[src/rtl/mips_pkg.sv]
// mips_pkg: definitions shared by the MIPS front-end blocks.
//   word_t            32-bit machine word
//   fetch_state_t     fetch-unit sequencer states
//   RESET_VECTOR_DEF  default PC after reset
//   PC_INC_DEF        sequential PC step in bytes
package mips_pkg;

  typedef logic [31:0] word_t;

  typedef enum logic [1:0] {
    ST_IDLE  = 2'd0,
    ST_FETCH = 2'd1,
    ST_EXEC  = 2'd2,
    ST_TRAP  = 2'd3
  } fetch_state_t;

  localparam word_t       RESET_VECTOR_DEF = 32'h0040_0000;
  localparam int unsigned PC_INC_DEF       = 4;

endpackage

[src/rtl/pc_next_sel.sv]
// pc_next_sel: picks the PC to load after a retire and flags a
// target that is not word aligned.
//   pc_plus4   in   sequential successor of the current PC
//   jump_sel   in   retiring instruction redirects the PC
//   jump_pc    in   redirect target from the ALU
//   next_pc    out  selected next PC
//   misaligned out  next_pc[1:0] is non-zero
module pc_next_sel
  import mips_pkg::*;
(
  input  logic [31:0] pc_plus4,
  input  logic        jump_sel,
  input  logic [31:0] jump_pc,
  output logic [31:0] next_pc,
  output logic        misaligned
);

  always_comb begin
    next_pc    = jump_sel ? jump_pc : pc_plus4;
    misaligned = |next_pc[1:0];
  end

endmodule

[src/rtl/pc_fetch_unit.sv]
// pc_fetch_unit: program counter plus instruction fetch sequencer.
// Fetches the word at pc_o over a req/ack handshake, presents it to
// decode until the execute stage retires it, then loads PC+4 or the
// ALU target. A misaligned next PC parks the unit in a sticky trap
// that only reset clears.
//   clk, reset                  clock, synchronous active-high reset
//   jump_sel_i, jump_pc_i       redirect select/target (retire cycle only)
//   retire_i, stall_i           execute-stage retire, hold (stall wins)
//   imem_req_o, imem_addr_o     fetch request and address
//   imem_ack_i, imem_rdata_i    fetch completion and data
//   pc_o, pc_plus4_o            current PC and its successor
//   instr_o, instr_valid_o      latched instruction, awaiting retire
//   instr_count_o               retired-instruction count (wraps)
//   misalign_o, bad_addr_o      sticky trap flag and offending target
module pc_fetch_unit
  import mips_pkg::*;
#(
  parameter word_t       RESET_VECTOR = RESET_VECTOR_DEF,
  parameter int unsigned PC_INC       = PC_INC_DEF
) (
  input  logic        clk,
  input  logic        reset,
  input  logic        jump_sel_i,
  input  logic [31:0] jump_pc_i,
  input  logic        retire_i,
  input  logic        stall_i,
  output logic        imem_req_o,
  output logic [31:0] imem_addr_o,
  input  logic        imem_ack_i,
  input  logic [31:0] imem_rdata_i,
  output logic [31:0] pc_o,
  output logic [31:0] pc_plus4_o,
  output logic [31:0] instr_o,
  output logic        instr_valid_o,
  output logic [31:0] instr_count_o,
  output logic        misalign_o,
  output logic [31:0] bad_addr_o
);

  fetch_state_t state_q, state_d;

  word_t pc_q;
  word_t instr_q;
  word_t count_q;
  word_t bad_addr_q;
  logic  misalign_q;

  word_t pc_plus4;
  word_t next_pc;
  logic  next_misaligned;
  logic  fetch_done;
  logic  retire_go;

  // Wraps modulo 2^32 by construction of the 32-bit add.
  assign pc_plus4   = pc_q + word_t'(PC_INC);
  assign fetch_done = (state_q == ST_FETCH) && imem_ack_i;
  assign retire_go  = (state_q == ST_EXEC) && retire_i && !stall_i;

  pc_next_sel u_pc_next_sel (
    .pc_plus4  (pc_plus4),
    .jump_sel  (jump_sel_i),
    .jump_pc   (jump_pc_i),
    .next_pc   (next_pc),
    .misaligned(next_misaligned)
  );

  // State register.
  // NOTE: sequential blocks use non-blocking (<=) so every flop samples
  // pre-edge values regardless of block order.
  always_ff @(posedge clk) begin
    if (reset) state_q <= ST_IDLE;
    else       state_q <= state_d;
  end

  // Next-state logic.
  // NOTE: state_d gets a default before the case so no path leaves it
  // unassigned, which would otherwise infer a latch.
  always_comb begin
    state_d = state_q;
    case (state_q)
      ST_IDLE:  state_d = ST_FETCH;
      ST_FETCH: if (imem_ack_i) state_d = ST_EXEC;
      ST_EXEC:  if (retire_go) state_d = next_misaligned ? ST_TRAP : ST_FETCH;
      ST_TRAP:  state_d = ST_TRAP;
      default:  state_d = ST_IDLE;
    endcase
  end

  // Datapath registers. Reset is synchronous and checked first, so an
  // ack or retire in the reset cycle latches nothing.
  always_ff @(posedge clk) begin
    if (reset) begin
      pc_q       <= RESET_VECTOR;
      instr_q    <= '0;
      count_q    <= '0;
      bad_addr_q <= '0;
      misalign_q <= 1'b0;
    end else begin
      if (fetch_done) instr_q <= imem_rdata_i;
      if (retire_go) begin
        if (next_misaligned) begin
          // PC and count stay on the faulting instruction.
          bad_addr_q <= next_pc;
          misalign_q <= 1'b1;
        end else begin
          pc_q    <= next_pc;
          count_q <= count_q + 32'd1;
        end
      end
    end
  end

  // Output logic.
  always_comb begin
    imem_req_o    = (state_q == ST_FETCH);
    instr_valid_o = (state_q == ST_EXEC);
  end

  assign imem_addr_o   = pc_q;
  assign pc_o          = pc_q;
  assign pc_plus4_o    = pc_plus4;
  assign instr_o       = instr_q;
  assign instr_count_o = count_q;
  assign misalign_o    = misalign_q;
  assign bad_addr_o    = bad_addr_q;

endmodule

[config.mk]
export PLATFORM = sky130hd
export DESIGN_NAME = pc_fetch_unit
export DESIGN_NICKNAME = d
export VERILOG_FILES = /design/src/rtl/mips_pkg.sv /design/src/rtl/pc_next_sel.sv /design/src/rtl/pc_fetch_unit.sv
export SDC_FILE = /design/constraint.sdc
export NUM_CORES = 1
export LEC_CHECK = 0
export ABC_CLOCK_PERIOD_IN_PS = 2400
export CAP_MARGIN = 10
export CORE_MARGIN = 1
export CORE_UTILIZATION = 39
export DETAILED_ROUTE_END_ITERATION = 7
export GPL_TIMING_DRIVEN = 0
export PLACE_DENSITY = 0.8
export SLEW_MARGIN = 20
export SYNTH_ARGS = -nofsm -noshare
export SYNTH_HDL_FRONTEND = slang
export SYNTH_SLANG_ARGS = --single-unit
[constraint.sdc]
create_clock -name clk -period 2.4 [get_ports clk]
set_clock_uncertainty 0.1 [all_clocks]
set_input_delay 0.48 -clock clk [delete_from_list [all_inputs] [get_ports clk]]
set_output_delay 0.48 -clock clk [all_outputs]
set_load 0.01 [all_outputs]
Yosys cells after proc, flatten, opt, wreduce, memory -nomap -nowiden
Cells that the tools add are included.
Storage, ports and cells
  output and inout bits: 195
  word-level logic and storage cells: 28
  input port bits: 70
  register bits after elaboration: 131
Operators by class
  mux-type cells: 5
  bitwise operators: 1
  add/subtract/negate cells: 2
  equal/unequal tests: 5
  reduce and logical (&&, ||, !) cells: 9
Operators by type and width (count)
  adder 32 x 1 -> 32 bit, second input constant: 1
  adder 32 x 3 -> 32 bit, second input constant: 1
  two-way mux 32 bit: 1
  one-hot mux 2 bit (4 select lines): 1
  two-way mux 2 bit: 3
  AND reduction 2 bit: 3
  equality test 2 bit, second input constant: 2
  != test 2 x 1 -> 1 bit, second input constant: 2
  logical AND 1 bit: 3
  equality test 2 x 1 -> 1 bit, second input constant: 1
  logical NOT 2 bit: 1
  OR reduction 2 bit: 1
  logical NOT 1 bit: 1
  inverter 1 bit: 1

Depth between registers and ports, before layout
Gate-level depths: netlist of run 1.
  depth after elaboration: 6
  gate-level depth with buffers: 7
  depth with buffers taken out: 6

Modules after synthesis
From an unflattened synthesis of run 1, not the netlist that was laid out.
Second synthesis, totals
  cells, all modules: 775
  area, all modules: 6294.8 um^2
Modules (own cells, without submodules)
  pc_fetch_unit: sequential area each 2622.5 um^2, area each 5744.3 um^2, times used 1, cells each 736
  pc_next_sel: sequential area each 0.0 um^2, area each 550.5 um^2, times used 1, cells each 39

Worst setup path after synthesis of run 1
OpenSTA, ideal clock, no wires.
  path type: register to output
  from: register pc_q[2] (netlist: imem_addr_o[2])
  to: output pc_plus4_o[24]
  required time: 1.820 ns
  arrival: 1.884 ns
  setup slack: -0.064 ns
  cell stages (with the launch flop): 7
  path buffers: 1
  cells stage by stage: dfxtp_1 > ha_1 > nand3_1 > or2_1 > clkbuf_1 > o31a_1 > or2_2
Between the ends
  cells in the longest elaborated chain, start to end: 1
RTL lines
  from (decl): line pc_fetch_unit.sv:42  | word_t pc_q;
  from (signal assigned): line pc_fetch_unit.sv:106  | pc_q <= next_pc;
  adder 32 x 3 -> 32 bit: line pc_fetch_unit.sv:55  | assign pc_plus4 = pc_q + word_t'(PC_INC);
  to (decl): line pc_fetch_unit.sv:32  | output logic [31:0] pc_plus4_o,
Every way passes these cells.

Final worst setup path of run 1
Same ends and word-level chain as after synthesis.

==> results of run 1 <==
-- power by group --
part | internal, uW | switching (uW)
sequential | 2190 | 26.1
combinational | 257 | 263
clock | 1570 | 1040
total | 4020 | 1330
-- state kept, by name, summed over array words and instances, names as in the netlist --
signal,cells
instr_o,32
bad_addr_o,32
imem_addr_o,32
state_q,2
misalign_o,1
instr_count_o,32
-- logic make-up (layout without fill, tap and decap cells) --
family | count (synthesis) | in the layout | share of synthesized area
multiplexers | 11 | 11 | 0.01721
XOR/XNOR | 45 | 45 | 0.06298
flip-flops | 131 | 131 | 0.3964
AND/OR/NAND/NOR | 353 | 353 | 0.2724
AO/OA/AOI/OAI | 174 | 174 | 0.1621
buffers and inverters | 107 | 501 | 0.08511
adder cells (fa/ha/maj) | 2 | 2 | 0.003782
-- critical path, stage by stage, from the launching register on --
cell,delay [ns]
dfxtp_4,0.39
ha_4,0.16
nand3_4,0.10
or2_4,0.33
nor4_4,0.45
or2_4,0.22
buf_6,0.09
-- final cells by class --
cell class	instances	area, um^2
Buffer	87	508.0
Clock inverter	9	95.09
Timing Repair Buffer	364	3427
Clock buffer	23	498.0
Tap cell	220	275.3
Multi-Input combinational cell	585	3879
Sequential cell	131	2710
Fill cell	1259	5124
Inverter	18	67.56
-- cell usage after synthesis, types with 3 or more instances --
master	n
buf_4	36
mux2i_1	8
o21a_1	4
a31oi_1	4
dfxtp_1	131
o31ai_1	7
o311a_1	4
nand3_1	48
inv_1	18
nor3_1	22
or3_1	10
nor4_1	11
o211ai_1	10
and3_1	13
buf_2	7
nand2b_1	10
xnor2_2	3
or2_2	7
a21oi_1	58
o21ai_1	4
xor2_1	12
mux2_2	3
a22oi_1	5
nand4_1	13
clkbuf_1	38
nand2_1	121
nor2_1	61
o41ai_1	3
a32oi_1	3
o21ai_0	49
nor2b_1	3
buf_1	6
xnor2_1	30
and4_1	9
-- worst min path at each step --
stage                                        endpoint  slack (ns)                        start  cells past startpoint
after floorplan            bad_addr_o[5]$_SDFFE_PP0P_        0.38   bad_addr_o[5]$_SDFFE_PP0P_                      2
after global placement    bad_addr_o[17]$_SDFFE_PP0P_        0.34  bad_addr_o[17]$_SDFFE_PP0P_                      2
after CTS                 bad_addr_o[16]$_SDFFE_PP0P_        0.35  bad_addr_o[16]$_SDFFE_PP0P_                      2
after detailed placement      instr_o[0]$_SDFFE_PP0P_        0.35      instr_o[0]$_SDFFE_PP0P_                      2
after global routing       bad_addr_o[6]$_SDFFE_PP0P_        0.37   bad_addr_o[6]$_SDFFE_PP0P_                      2
final                     bad_addr_o[17]$_SDFFE_PP0P_        0.35  bad_addr_o[17]$_SDFFE_PP0P_                      2
-- layer usage --
| layer | wire length [um] | GRT usage |
|---|---|---|
| met1 | 10750 | 0.3490 |
| met2 | 13040 | 0.4906 |
| met3 | 2739 | 0.07497 |
| met4 | 1690 | 0.1928 |
| met5 | 0 | 0 |
-- what timing repair did --
action                     in CTS  in global routing
hold endpoints to repair        0                  0
gates resized for setup       220                 62
setup endpoints to repair      94                 91
pin swaps                      38                 29
buffers inserted               68                 35
-- through the flow --
stage                     power (uW)  instances  hold WS, ns
after floorplan                 2481        823       0.3761
after global placement          2757       1306       0.3411
after detailed placement        2762       1306       0.3453
after CTS                       5314       1404       0.3536
after global routing            5492       1437       0.3733
final                           5348       1437       0.3524
==> flow_summary_export.csv, run 1 <==
group,metric,value,unit
run_status,status,"finished, violations left",
run_status,failed_checks,"setup timing",
yosys,ys_async_sr_fraction,0,
worst_setup_path,critPathMaxFanout,6,
sta,setup_ws,-0.3635,ns
yosys,ys_ff_latch,131,
yosys,synth_edf_count,0,
clock_network,ctsHoldBuffers,0,
yosys,synthTopCellsByArea,"dfxtp_1 (40%), nand2_1 (6.9%), a21oi_1 (4.4%), buf_4 (4.1%), xnor2_1 (4.0%)",
power,leakage,0.004579,uW
worst_setup_path,cp-endpoint,"pc_plus4_o[24]",
yosys,synth_nets,895,
clock_network,root_buffer,"clkbuf_16",
worst_setup_path,crit_path_end_kind,"output port",
hold_path,hold_path.class,"flop to flop",
clock_network,clockBufferDepth,2,
clock_network,ctsHtreeMaxLevel,4,
floorplan,pin_count,265,
job,maxCapViolCount,0,
cells_and_area,layout_commonest_cell,"clkdlybuf4s50_1",
cells_and_area,mostFrequentLayoutCells,"clkdlybuf4s50_1 (233), nand2_1 (117), buf_4 (116), dfxtp_1 (105)",
placement,place_area,9525,um^2
clock_network,cts_made_buffers,17,
grt,grt_pass1_vias,7635,
worst_setup_path,cp_data_required_time,1.82,ns
route,drt_iter0_markers,702,
placement,portBuffers,263,
yosys,syn_inst,823,
cells_and_area,syn_to_final_growth,73.24,%
power,ir_drop,0.5835,mV
sta,setup_tns,-5.144,ns
route,vias_per_cell,5.645,
grt,grt.overflow.total,0,
route,vias,8112,
yosys,synthDistinctLibCells,70,
placement,place_ws,-0.7363,ns
worst_setup_path,r2r-end,"bad_addr_o[29]$_SDFFE_PP0P_",
sta,rsz0062_at_grt,"yes",
worst_setup_path,criticalPathCategory,"flop to output port",
worst_setup_path,critPathLaunchType,"flop",
route,ant_nets,0,
grt,grtUsageTotal,0.2993,
floorplan,die_width,132.2,um
floorplan,coreArea,16580,um^2
sta,final-setup-viol-count,22,
sta,slew-limit-headroom,0.5031,
sta,drv_slew,0,
cells_and_area,antenna_cells,0,
cells_and_area,drive_above_1_share,0.2572,
sta,hold_viol_final,0,
floorplan,initial_core_util,0.3989,
grt,grt_max_degree,17,
route,drc,0,
floorplan,die_y,132.2,um
power,powerDensity,466.6,nW/um^2
cells_and_area,finalNetCount,1276,
placement,post-dp-hpwl,17400,um
sta,timing.final.crit_share,1.151,
route,avgRoutedWirePerCell,19.64,um
sta,worst_pin_slew,0.7453,ns
worst_setup_path,r2r-start,"imem_addr_o[5]$_SDFFE_PP0P_",
grt,grt_pass1_wl,40680,um
floorplan,die_area,17490,um^2
worst_setup_path,worstRegToRegCells,10,
grt,antenna_found_initial,0,
cells_and_area,final_area,11460,um^2
route,wirelength,28220,um
route,dr.pass1.iters,5,
clock_network,cts_sinks,131,
yosys,syn_area,6615,um^2
worst_setup_path,regToRegSetupSlack,0.08,ns
yosys,yosysWarningCount,0,
yosys,seq_area_frac_synth,0.3964,
clock_network,insertion_delay,0.43,ns
sta,period_minus_slack,2.764,ns
cells_and_area,utilization,0.6910,
sta,fmax,361.9,MHz
floorplan,std_cell_rows,47,
worst_setup_path,arrival,2.18,ns
yosys,synth_top_area_cell,"dfxtp_1",
yosys,avgSynthCellArea,8.038,um^2
clock_network,path_clk_slew,0.06,ns
placement,gp_congestion,0.9196,
clock_network,tritoncts,"done",
worst_setup_path,crit_start,"imem_addr_o[2]$_SDFFE_PP0P_",
yosys,netlist.area_leader.share,0.3964,
yosys,synth_flop_cell,"dfxtp_1",
Power figures use the tool's default switching activity.
==> inputs of run 2 (changes only) <==
Settings changed: CELL_PAD_IN_SITES_DETAIL_PLACEMENT set to 1, CELL_PAD_IN_SITES_GLOBAL_PLACEMENT set to 2, CORE_UTILIZATION 39 to 22, PLACE_DENSITY 0.8 to 0.82.
==> run 2 against run 1 <==
Net effect: the flow still finishes with violations (setup timing); final cell count up 14%; first-iteration DRC count down 38%; sequential power about the same; global-route usage down 9.9 points; register-to-register slack worse by 0.19 ns; worst setup slack better by 0.0062 ns; die area up 76%; via count down 0.67%; combinational power up 5.6%; maximum frequency up 0.22%; highest routed layer unchanged.
==> flow_summary_export.csv, run 2 (synthesis gave the netlist of run 1 again) <==
group,metric,value,unit
sta,setup_ws,-0.3573,ns
power,leakage,0.004722,uW
worst_setup_path,critical_path_buf_inv_count,3,
cells_and_area,utilization,0.4059,
route,ant_nets,0,
power,powerDensity,452.1,nW/um^2
cells_and_area,nFillCells,3446,
route,vias,8058,
clock_network,path_clk_slew,0.07,ns
sta,timing.hold.ws,0.3533,ns
sta,hold_viol_final,0,
route,avgRoutedWirePerCell,20.80,um
clock_network,cts_sinks,131,
worst_setup_path,cp_data_required_time,1.82,ns
worst_setup_path,crit_path_end_kind,"output port",
floorplan,die_area,30770,um^2
grt,grt_max_degree,17,
worst_setup_path,critPathLaunchType,"flop",
job,maxCapViolCount,0,
worst_setup_path,slowest_delay,0.39,ns
floorplan,coreArea,29640,um^2
clock_network,ctsHtreeMaxLevel,4,
worst_setup_path,slowest_stage,"dfxtp_4",
floorplan,die_y,175.4,um
sta,timing.final.crit_share,1.149,
run_status,failed_checks,"setup timing",
grt,grt_use_met2,0.3380,
cells_and_area,layout_commonest_cell,"clkdlybuf4s50_1",
cells_and_area,multi_input_area,3946,um^2
route,drc,0,
route,drt_iter0_markers,438,
clock_network,clockBufferDepth,2,
cells_and_area,syn_to_final_growth,81.88,%
route,vias_per_cell,4.919,
placement,portBuffers,263,
run_status,status,"finished, violations left",
grt,grt.overflow.total,0,
grt,grt_pass1_wl,46700,um
cells_and_area,mostFrequentLayoutCells,"clkdlybuf4s50_1 (235), buf_4 (133), nand2_1 (117), dfxtp_1 (105), a21oi_1 (58)",
hold_path,hold_depth,2,
grt,grtUsageTotal,0.2008,
worst_setup_path,regToRegSetupSlack,-0.11,ns
clock_network,cts_made_buffers,17,
clock_network,insertion_delay,0.44,ns
sta,drv_slew,0,
worst_setup_path,cp_top_family,"simple AND/OR/NAND/NOR gates",
sta,worst_pin_slew,0.9061,ns
worst_setup_path,critPathMaxFanout,6,
route,wirelength,34070,um
cells_and_area,regArea,2715,um^2
cells_and_area,finalNetCount,1306,
cells_and_area,drive_above_1_share,0.2903,
grt,grtUsageMet1,0.2440,
sta,period_minus_slack,2.757,ns
floorplan,std_cell_rows,63,
worst_setup_path,cp_num_cells,7,
worst_setup_path,worstRegToRegCells,13,
hold_path,hold_path.class,"flop to flop",
grt,use_met3,0.04351,
sta,final-setup-viol-count,26,
grt,antenna_found_initial,1,
grt,top_usage_layer,"met2",
route,dr.pass1.iters,5,
power,ir_drop,0.4827,mV
placement,post-dp-hpwl,21960,um
floorplan,die_width,175.4,um
worst_setup_path,arrival,2.18,ns
worst_setup_path,criticalPathCategory,"flop to output port",
floorplan,pin_count,265,
sta,slew-limit-headroom,0.3959,
worst_setup_path,path_common_cell,"nand4_1",
clock_network,tritoncts,"done",
clock_network,root_buffer,"clkbuf_16",
floorplan,initial_core_util,0.2232,
placement,gp_congestion,0.8336,
sta,rsz0062_at_grt,"yes",
worst_setup_path,worstPathCellList,"nand4_1, buf_4, nor4_4, buf_6, nand4_1, xnor2_2, buf_2",
sta,fmax,362.7,MHz
grt,grt_pass1_vias,7938,
## run 2: final cells by class
| class | instances | area share |
|---|---|---|
| Antenna cell | 1 | 0.0002080 |
| Tap cell | 390 | 0.04056 |
| Clock buffer | 19 | 0.03598 |
| Clock inverter | 13 | 0.01238 |
| Inverter | 18 | 0.005928 |
| Buffer | 86 | 0.04305 |
| Multi-Input combinational cell | 585 | 0.3280 |
| Timing Repair Buffer | 395 | 0.3082 |
| Sequential cell | 131 | 0.2257 |
## run 2: power by group
group | switching (uW) | internal, uW | total [uW] | leakage (uW)
clock network | 1130 | 1550 | 2680 | 0.000275
logic | 284 | 265 | 549 | 0.00337
registers | 28.4 | 2190 | 2210 | 0.00108
total | 1440 | 4000 | 5440 | 0.00472
## run 2: worst reg2reg max path: cells and delay by family, from the launching register on
kind	cells	cell delay (ns)
compound gates	1	0.35
xor+xnor	1	0.22
buf+inv	8	0.86
flops	1	0.39
simple gates	3	0.47
## run 2: metrics by stage
step	setup WS, ns	instance area, um^2	setup TNS (ns)	instances	total power, uW
after CTS	-0.3763	11280	-5.551	1584	5448
after detailed placement	-0.9584	9738	-67.79	1476	2790
after global placement	-0.9385	9738	-65.76	1476	2783
after floorplan	0.04620	6618	0	823	2481
after global routing	-0.4566	12030	-7.861	1637	5636
final	-0.3573	12030	-5.593	1638	5439
## run 2: timing repair
action / CTS / global route
gates resized for setup: 219 / 115
setup buffers: 79 / 66
endpoints found under the setup margin: 103 / 79
hold buffers: 0 / 0
pin swaps: 35 / 43
## run 2: path summary, 6_finish.rpt
kind                                              startpoint                     endpoint
worst min-delay path                instr_o[23]$_SDFFE_PP0P_     instr_o[23]$_SDFFE_PP0P_
worst min register to register      instr_o[23]$_SDFFE_PP0P_     instr_o[23]$_SDFFE_PP0P_
worst max-delay path            imem_addr_o[14]$_SDFFE_PP0P_               pc_plus4_o[29]
worst max register to register   imem_addr_o[6]$_SDFFE_PP0P_  bad_addr_o[14]$_SDFFE_PP0P_
## run 2: layer usage
layer / share of wire / wire length [um] / vias to the layer above
met3: 0.060 / 2037 / 99
met2: 0.49 / 16660 / 337
met5: 0 / 0 / -
met4: 0.047 / 1587 / 0
met1: 0.40 / 13790 / 3937
li1: - / - / 3685
==> inputs of run 3 (changes only) <==
Settings changed: CORE_ASPECT_RATIO set to 2, CTS_BUF_LIST set to sky130_fd_sc_hd__clkbuf_2.
==> run 3 against run 2 <==
Net effect: the flow still finishes with violations (setup timing); wire length rose by 2.8%; power is 27% lower; die area rose by 0.14%; clock power fell by 54%; non-clock buffer count increased by 55; clock-buffer cell count rose by 3; design area hardly changed; register-to-register slack better by 0.03 ns; sequential share of layout area grew 1.2 points; utilization up 0.14 points.
==> flow_summary_export.csv, run 3 (synthesis gave the netlist of run 1 again) <==
group,metric,value,unit
floorplan,die_y,247.2,um
sta,setup_ws,-0.8678,ns
run_status,status,"finished, violations left",
floorplan,die_area,30810,um^2
cells_and_area,syn_to_final_growth,81.73,%
clock_network,cts_sinks,131,
clock_network,path_clk_slew,0.20,ns
clock_network,insertion_delay,0.82,ns
cells_and_area,nFillCells,3482,
hold_path,hold_path.class,"primary input to flop",
route,drt_iter0_markers,289,
floorplan,die_width,124.6,um
sta,rsz0062_at_grt,"yes",
grt,grt_pass1_wl,50360,um
sta,setup_tns,-17.57,ns
worst_setup_path,cp_data_required_time,1.82,ns
sta,timing.hold.ws,0.08257,ns
route,ant_nets,0,
cells_and_area,mostFrequentLayoutCells,"buf_4 (179), nand2_1 (116), dlygate4sd2_1 (93), clkdlybuf4s50_1 (81), a21oi_1 (58)",
route,drc,0,
route,vias,8165,
route,wirelength,35010,um
route,avgRoutedWirePerCell,20.99,um
power,leakage,0.005712,uW
job,maxCapViolCount,0,
worst_setup_path,cp_top_family,"simple AND/OR/NAND/NOR gates",
power,ir_drop,0.2274,mV
worst_setup_path,critPathMaxFanout,5,
cells_and_area,layout_commonest_cell,"buf_4",
worst_setup_path,slowest_delay,0.40,ns
clock_network,cts_made_buffers,17,
sta,worst_pin_slew,0.8959,ns
grt,grt_max_degree,17,
sta,timing.final.crit_share,1.362,
worst_setup_path,critPathLaunchType,"flop",
placement,post-dp-hpwl,23500,um
sta,period_minus_slack,3.268,ns
sta,drv_slew,0,
grt,grtUsageTotal,0.2180,
clock_network,tritoncts,"done",
grt,grt.overflow.total,0,
worst_setup_path,worstPathCellList,"buf_6, and4_4, nand4_1, buf_6, buf_6, nor3b_4, or2_4, buf_6",
worst_setup_path,crit_path_end_kind,"output port",
clock_network,root_buffer,"clkbuf_2",
sta,slew-limit-headroom,0.4027,
worst_setup_path,path_common_cell,"buf_6",
sta,final-setup-viol-count,31,
floorplan,initial_core_util,0.2242,
worst_setup_path,arrival,2.69,ns
clock_network,ctsHtreeMaxLevel,4,
power,powerDensity,329.9,nW/um^2
route,vias_per_cell,4.895,
worst_setup_path,critical_path_buf_inv_count,4,
placement,gp_congestion,0.8270,
floorplan,coreArea,29510,um^2
sta,hold_viol_final,0,
placement,portBuffers,263,
clock_network,clockBufferDepth,2,
worst_setup_path,slowest_stage,"dfxtp_4",
cells_and_area,drive_above_1_share,0.3620,
cells_and_area,utilization,0.4074,
grt,grt_pass1_vias,8683,
worst_setup_path,criticalPathCategory,"flop to output port",
run_status,failed_checks,"setup timing",
cells_and_area,finalNetCount,1361,
cells_and_area,regArea,2851,um^2
floorplan,std_cell_rows,89,
cells_and_area,multi_input_area,3960,um^2
route,dr.pass1.iters,4,
sta,fmax,306.0,MHz
floorplan,pin_count,265,
grt,antenna_found_initial,3,
[run 3: worst paths after layout]
check | startpoint | end | slack (ns) | cells past startpoint
setup / recovery | imem_addr_o[5]$_SDFFE_PP0P_ | pc_plus4_o[25] | -0.87 | 8
hold / removal | imem_rdata_i[24] | instr_o[24]$_SDFFE_PP0P_ | 0.08 | 3
setup reg to reg | imem_addr_o[5]$_SDFFE_PP0P_ | bad_addr_o[15]$_SDFFE_PP0P_ | -0.08 | 12
hold reg to reg | bad_addr_o[17]$_SDFFE_PP0P_ | bad_addr_o[17]$_SDFFE_PP0P_ | 0.37 | 2
[run 3: through the flow]
| stage | power, uW | instance area [um^2] | cells | worst slack (ns) |
|---|---|---|---|---|
| 2_1_floorplan | 2481 | 6618 | 823 | 0.04620 |
| 3_3_place_gp | 2790 | 9706 | 1450 | -1.148 |
| 3_5_place_dp | 2794 | 9709 | 1450 | -1.030 |
| 4_1_cts | 4021 | 11510 | 1629 | -0.8737 |
| 5_1_grt | 4152 | 12020 | 1668 | -0.9964 |
| 6_report | 3966 | 12020 | 1668 | -0.8678 |
[run 3: worst reg2reg max path, stage by stage, from the launching register on]
cell and delay [ns]:
dfxtp_4 0.40, buf_6 0.12, nand4_4 0.17, buf_6 0.19, buf_6 0.11, nor4_4 0.37
xor2_2 0.14, buf_4 0.15, buf_4 0.12, buf_4 0.13, buf_4 0.12, o21bai_1 0.14
a21oi_1 0.09
[run 3: repair_timing]
| item | in CTS | in global routing |
|---|---|---|
| endpoints found under the setup margin | 238 | 88 |
| gates resized for setup | 549 | 91 |
| pin swaps | 49 | 36 |
| hold buffers | 11 | 0 |
| hold endpoints to repair | 11 | 0 |
| buffers inserted | 138 | 44 |
[run 3: area by class of cell]
class,instances,area share
Sequential cell,131,0.2372
Buffer,88,0.04299
Inverter,18,0.005620
Tap cell,364,0.03789
Clock inverter,9,0.005412
Clock buffer,22,0.009159
Multi-Input combinational cell,585,0.3294
Antenna cell,3,0.0006245
Timing Repair Buffer,448,0.3317
[run 3: metal layers]
| metal | global-route usage | wire (um) | vias up |
|---|---|---|---|
| li1 | - | - | 3793 |
| met1 | 0.1967 | 11860 | 3957 |
| met2 | 0.4228 | 19380 | 306 |
| met3 | 0.04414 | 1505 | 109 |
| met4 | 0.1605 | 2270 | 0 |
| met5 | 0 | 0 | - |
[run 3: power breakdown]
part / leakage [uW] / internal [uW] / switching, uW
clock network: 0.000127 / 369 / 870
registers: 0.00112 / 2170 / 22.0
logic: 0.00447 / 251 / 289
total: 0.00571 / 2790 / 1180
